--- src/rtl/fetch_queue.sv ---
// fetch_queue
//   DEPTH-entry FIFO sitting between IF and ID. It replaces a single IF/ID
//   register. IF keeps fetching while ID stalls, until the queue fills.
//   ID sees the head entry, or a NOP bubble (all zeros) when the queue is empty.
//
// Ports
//   clk, reset            rising-edge clock; synchronous active-low reset
//   instrIn, PCIn         entry offered by IF
//   inValid               IF presents an entry this cycle
//   full                  queue holds DEPTH entries; IF must hold its PC
//   stall                 ID cannot consume the head this cycle
//   flush                 discard every entry (branch/jump redirect)
//   instrOut, PCOut       head entry; zero when empty
//   outValid              queue non-empty
//   count                 occupancy, 0..DEPTH
module fetch_queue #(
  parameter int IW    = 32,
  parameter int AW    = 32,
  parameter int DEPTH = 4,
  parameter int CW    = $clog2(DEPTH) + 1
) (
  input  logic          clk,
  input  logic          reset,
  input  logic [IW-1:0] instrIn,
  input  logic [AW-1:0] PCIn,
  input  logic          inValid,
  output logic          full,
  input  logic          stall,
  input  logic          flush,
  output logic [IW-1:0] instrOut,
  output logic [AW-1:0] PCOut,
  output logic          outValid,
  output logic [CW-1:0] count
);
  localparam int PW = $clog2(DEPTH);

  logic [IW+AW-1:0] mem_q [DEPTH];
  logic [IW+AW-1:0] mem_d [DEPTH];
  logic [PW-1:0]    wptr_q, wptr_d, rptr_q, rptr_d;
  logic [CW-1:0]    cnt_q, cnt_d;
  logic [IW+AW-1:0] head;
  logic             push, pop;

  // full comes from the registered count only, so stall never reaches it
  assign outValid = (cnt_q != '0);
  assign full     = (cnt_q == CW'(DEPTH));
  assign count    = cnt_q;

  // A full queue refuses new entries even when the head pops this same cycle
  assign push = inValid & ~full & ~flush;
  assign pop  = outValid & ~stall & ~flush;

  assign head     = mem_q[rptr_q];
  assign instrOut = outValid ? head[IW+AW-1:AW] : '0;
  assign PCOut    = outValid ? head[AW-1:0]     : '0;

  always_comb begin
    mem_d  = mem_q;
    wptr_d = wptr_q;
    rptr_d = rptr_q;
    cnt_d  = cnt_q;
    if (push) begin
      mem_d[wptr_q] = {instrIn, PCIn};
      wptr_d        = wptr_q + 1'b1;
    end
    if (pop) rptr_d = rptr_q + 1'b1;
    case ({push, pop})
      2'b10:   cnt_d = cnt_q + 1'b1;
      2'b01:   cnt_d = cnt_q - 1'b1;
      default: cnt_d = cnt_q;
    endcase
    // Stale storage is harmless: the count gates every read
    if (flush) begin
      wptr_d = '0;
      rptr_d = '0;
      cnt_d  = '0;
    end
  end

  always_ff @(posedge clk) begin
    if (!reset) begin
      wptr_q <= '0;
      rptr_q <= '0;
      cnt_q  <= '0;
    end else begin
      wptr_q <= wptr_d;
      rptr_q <= rptr_d;
      cnt_q  <= cnt_d;
    end
  end

  // Storage holds data only and is never reset
  always_ff @(posedge clk) begin
    if (reset) mem_q <= mem_d;
  end

endmodule

--- config.mk ---
export PLATFORM = sky130hd
export DESIGN_NAME = fetch_queue
export DESIGN_NICKNAME = d
export VERILOG_FILES = /design/src/rtl/fetch_queue.sv
export SDC_FILE = /design/constraint.sdc
export NUM_CORES = 1
export LEC_CHECK = 0
export BUFFER_PORTS_ARGS = -buffer_cell sky130_fd_sc_hd__buf_2
export CORE_ASPECT_RATIO = 0.9
export CORE_UTILIZATION = 30
export CTS_CLUSTER_DIAMETER = 50
export DETAILED_ROUTE_END_ITERATION = 10
export PLACE_DENSITY = 0.54
export SLEW_MARGIN = 20
export SYNTH_ARGS = -nofsm -noshare
export SYNTH_HDL_FRONTEND = slang
export SYNTH_SLANG_ARGS = --single-unit
--- constraint.sdc ---
create_clock -name clk -period 8.8 [get_ports clk]
set_input_delay 0.88 -clock clk [delete_from_list [all_inputs] [get_ports clk]]
set_output_delay 0.88 -clock clk [all_outputs]
set_load 0.005 [all_outputs]
Word level (Yosys, flattened, before mapping). Index checks and enable logic that the tools add are counted.

Add/sub/neg operators: 4. $lt $le $gt $ge: 3. Equality and inequality tests: 3. Muxes and demuxes: 9. Bitwise operators: 10. Reductions and logical operators: 5.

Operators with widths (number): 256-bit bitwise mux (1); 64-bit two-way mux (3); 64-bit binary-select mux with 2-bit select (1); 64-bit demux with 2-bit select (1); 32-bit two-way mux (2); 3-bit >= comparator, second input constant (2); 2-bit inverter with 3-bit output (2); 3-bit one-hot mux with 2 select lines (1); 2-bit by 1-bit adder with 2-bit output, second input constant (2); 1-bit bitwise AND (4); 1-bit inverter (4); 3-bit by 1-bit adder with 3-bit output, second input constant (1); 3-bit == test, second input constant (1); 3-bit by 1-bit < comparator with 1-bit output, second input constant (1); 3-bit nonzero test (1); 3-bit by 1-bit subtractor with 3-bit output, second input constant (1); 2-bit by 1-bit == test with 1-bit output, second input constant (1); 2-bit == test, second input constant (1); 2-bit AND reduction (1); 2-bit nonzero test (1); 2-bit OR reduction (1); 1-bit logical AND (1).

Flip-flop bits (word level): 263. Word-level logic and storage cells: 41.

Logic depth before layout (Yosys ltp).
Depth in word-level cells: 6. Depth in mapped cells: 10. Mapped depth without buffers: 9.

Least setup slack after synthesis. Ideal clock, no wire load.

Path kind: in2reg. Start: input inValid. End: register mem_q[0] (netlist bit) (enable). Data arrival time: 2.943 ns. Slack: 5.428 ns. Stages: 4. Path buffers: 1. Cells stage by stage: nor2b_1 -> and2_1 -> clkbuf_1 -> and3_1.

Longest elaborated chain between the ends: 3.

RTL lines: from (decl) (RTL line 26) `input logic inValid,`; 1-bit bitwise AND (2 in series) (RTL line 50) `assign push = inValid & ~full & ~flush;`; 2-bit AND reduction (no line); to (signal assigned) (RTL line 94) `if (reset) mem_q <= mem_d;`; to (decl) (RTL line 37) `logic [IW+AW-1:0] mem_q [DEPTH];`.

Every way passes these cells. A chain may end at the register's enable or synchronous reset.

Worst setup path in the final report.
Start: register rptr_q[0]. End: output PCOut[10].

Longest elaborated chain between the ends: 5.

RTL lines: from (decl) (RTL line 39) `logic [PW-1:0] wptr_q, wptr_d, rptr_q, rptr_d;`; from (signal assigned) (RTL line 87) `rptr_q <= rptr_d;`; 2-bit inverter with 3-bit output (implied by the code) (RTL line 53) `assign head = mem_q[rptr_q];`; 64-bit binary-select mux with 2-bit select (RTL line 53); 64-bit two-way mux (implied by the code) (2 in series) (RTL line 53); 32-bit two-way mux (RTL line 55) `assign PCOut = outValid ? head[AW-1:0] : '0;`; to (decl) (RTL line 31) `output logic [AW-1:0] PCOut,`.

Every way passes these cells. The select of a mux whose other input is x is not followed.

==> impl_metrics.env <==
export IMPL_clk_latency_ns=0.49
export IMPL_synth_top_family_by_area="multiplexers"
export IMPL_drv_slew=0
export IMPL_cts_resized=0
export IMPL_place_ws_ns=5.32
export IMPL_rows=63
export IMPL_setup_viol=0
export IMPL_p_int_mw=2.23
export IMPL_via_per_inst=4.65
export IMPL_muxShareOfSynthArea_pct=14.3
export IMPL_crit_arrival_ns=2.97
export IMPL_worst_pin_slew_ns=1.09
export IMPL_start_util_pct=30.6
export IMPL_seq_power_share_pct=49.9
export IMPL_fmax_mhz=260
export IMPL_cts_sink_count=263
export IMPL_clk_pin_slew_worst_paths_ns=0.06
export IMPL_worstPathCellList="buf_4, mux4_2, and2_1, buf_2"
export IMPL_p_leak_nw=4.22
export IMPL_grtUsageTotal_pct=12.0
export IMPL_yosys_area_share_simple_pct=5.23
export IMPL_crit_path_top_delay_cell="dfxtp_4"
export IMPL_skew_ns=0.0222
export IMPL_drt_iter0_drc=202
export IMPL_drt_first_pass_iters=4
export IMPL_period_share_pct=43.7
export IMPL_io_buffers=137
export IMPL_synth_distinct_cells=28
export IMPL_cts_root_buffer="clkbuf_16"
export IMPL_die_area_um2=34500
export IMPL_synth_xor_area_share_pct=0.173
export IMPL_grt_max_degree=67
export IMPL_nFillCells=3049
export IMPL_vias=4929
export IMPL_grt_pass1_wl_um=31400
export IMPL_drc=0
export IMPL_wl_per_cell_um=19.1
export IMPL_crit_path_start_kind="flop"
export IMPL_synth_top_area_share_pct=75.9
export IMPL_fin_crit_ns=3.85
export IMPL_placed_cells=997
export IMPL_critPathRequiredTime_ns=7.92
export IMPL_outcome="finished, final reports clean"
export IMPL_gp_congestion=0.738
export IMPL_synthCells=460
export IMPL_synth_compound_area_share_pct=0.445
export IMPL_area_growth_pct=22.4
export IMPL_design_portCount=138
export IMPL_critPathMaxFanout=35
export IMPL_cts_buffers_inserted=34
export IMPL_synth_area_leaders="edfxtp_1 (76%), mux4_2 (14%), and2_1 (4.0%)"
export IMPL_regArea_um2=7840
export IMPL_hold_path_class="flop to flop"
export IMPL_setup_tns_final_ns=0
export IMPL_antenna_found_initial=4
export IMPL_p_sw_mw=0.555
export IMPL_die_y_um=176
export IMPL_synth_seq_cells=263
export IMPL_drive_gt1_share_pct=41.8
export IMPL_hold_viol=0
export IMPL_synth_area_per_cell_um2=22.0
export IMPL_die_w_um=196
export IMPL_critical_path_class="flop to output pin"
export IMPL_postCtsSetupBuffers=0
export IMPL_yosysSeqAreaShare_pct=77.3
export IMPL_max_cap_violations=0
export IMPL_critPathMaxStageDelay_ns=0.80
export IMPL_rsz0062_at_grt="no"
export IMPL_ant_nets=0
export IMPL_stdcell_count=1060
export IMPL_clock_power_share_pct=47.3
export IMPL_relSlewSlack_pct=27.5
export IMPL_sw_frac_of_total_pct=19.9
export IMPL_clk_path_buf_depth=3
export IMPL_htree_num_levels=2
export IMPL_yosys_area_top_type="edfxtp_1"
export IMPL_syn_nets=535
export IMPL_ys_warnings_count=0
export IMPL_fin_ws_ns=4.95
export IMPL_p_per_area_nw_per_um2=225
export IMPL_synth_fa_ha_area_share_pct=0.815
export IMPL_syn_area_um2=10100
export IMPL_wl_um=20200
export IMPL_grt_overflow=0
export IMPL_coreArea_um2=33100
export IMPL_hold_buffers=0
export IMPL_ir_drop_mv=0.154
export IMPL_num_nets_final=689
export IMPL_end_kind="output pin"
export IMPL_cts_tree="yes"
export IMPL_hpwl_um=11000
export IMPL_p_comb_share_pct=2.8
export IMPL_first_global_vias=5503
export IMPL_multi_input_area_um2=2150
## area by class of cell
| cell class | instances | share of cell area, % |
|---|---|---|
| Antenna cell | 1 | 0.0202 |
| Clock buffer | 40 | 7.37 |
| Clock inverter | 19 | 1.47 |
| Inverter | 8 | 0.262 |
| Multi-Input combinational cell | 166 | 17.3 |
| Sequential cell | 263 | 63.2 |
| Tap cell | 422 | 4.26 |
| Timing Repair Buffer | 141 | 6.13 |
## cell usage in the layout (no fill, tap or decap), types with 4 or more instances in the layout
master and n:
dfxtp_1 5, and2_1 65, clkbuf_16 35, clkinv_1 4, inv_1 7, buf_2 137
ha_1 5, edfxtp_1 256, clkinv_4 4, and3_4 4, mux4_2 64
## worst max-delay path: cells and delay by family, from the launching register on
kind	cells	cell delay (ns)
buffers and inverters	2	0.81
DFF	1	0.80
muxes	1	0.60
and+or+nand+nor	1	0.17
## cells in the mapped netlist, drive strengths merged
cell	n
o31ai	1
nand2b	2
nor2b	2
mux2i	1
a21oi	3
clkbuf	10
dfxtp	7
mux4	64
nand2	3
inv	8
nand4	1
ha	5
or3b	1
or3	2
buf	13
o21ai	2
o211ai	1
nor2	3
and2	65
edfxtp	256
xor2	2
nor3	2
and3	4
or4	1
fa	1
## metal layers
metal | track usage, % | share of wire [%] | up-vias
met2 | 20.5 | 49 | 137
met3 | 3.04 | 5.6 | 35
met4 | 3.68 | 1.9 | 2
met5 | 0 | 0.050 | -
li1 | - | - | 2174
met1 | 15.1 | 43 | 2581
## power by group through the flow
| stage | sequential [mW] | clock (mW) | combinational [mW] |
|---|---|---|---|
| 2_1_floorplan | 1.42 | 0 | 0.0348 |
| 3_3_place_gp | 1.42 | 0 | 0.0764 |
| 3_5_place_dp | 1.42 | 0 | 0.0802 |
| 4_1_cts | 1.39 | 1.36 | 0.0805 |
| 5_1_grt | 1.39 | 1.41 | 0.0877 |
| 6_report | 1.39 | 1.32 | 0.0791 |
## flip-flops by register name, summed over array words and instances, names as in the netlist
register / cells
rptr_q: 2
wptr_q: 2
mem_q: 256
count: 3
## final timing paths
kind                                              from                endpoint  slack (ns)  cells past startpoint
worst max-delay path            rptr_q[0]$_SDFFE_PP0P_               PCOut[10]        4.95                      4
worst max register to register   count[0]$_SDFFE_PP0P_   count[2]$_SDFFE_PP0P_        6.32                      9
worst min register to register  wptr_q[0]$_SDFFE_PP0P_  wptr_q[0]$_SDFFE_PP0P_        0.52                      2
worst min-delay path            wptr_q[0]$_SDFFE_PP0P_  wptr_q[0]$_SDFFE_PP0P_        0.52                      2
## through the flow
step           total power, mW  area [um2]  utilization (%)  hold slack (ns)
6_report                  2.79       12400             37.5            0.524
4_1_cts                   2.83       12300             37.2            0.527
3_3_place_gp              1.49       11200             33.9            0.478
3_5_place_dp              1.50       11200             33.9            0.520
2_1_floorplan             1.45       10100                -            0.469
5_1_grt                   2.89       12400             37.5            0.548
## kinds of logic after synthesis
logic type	count (synthesis)
flip-flops	263
AND/OR/NAND/NOR	86
multiplexers	65
buffers and inverters	31
AO/OA/AOI/OAI	7
adder cells (fa/ha/maj)	6
XOR/XNOR	2
Power figures use the tool's default switching activity.
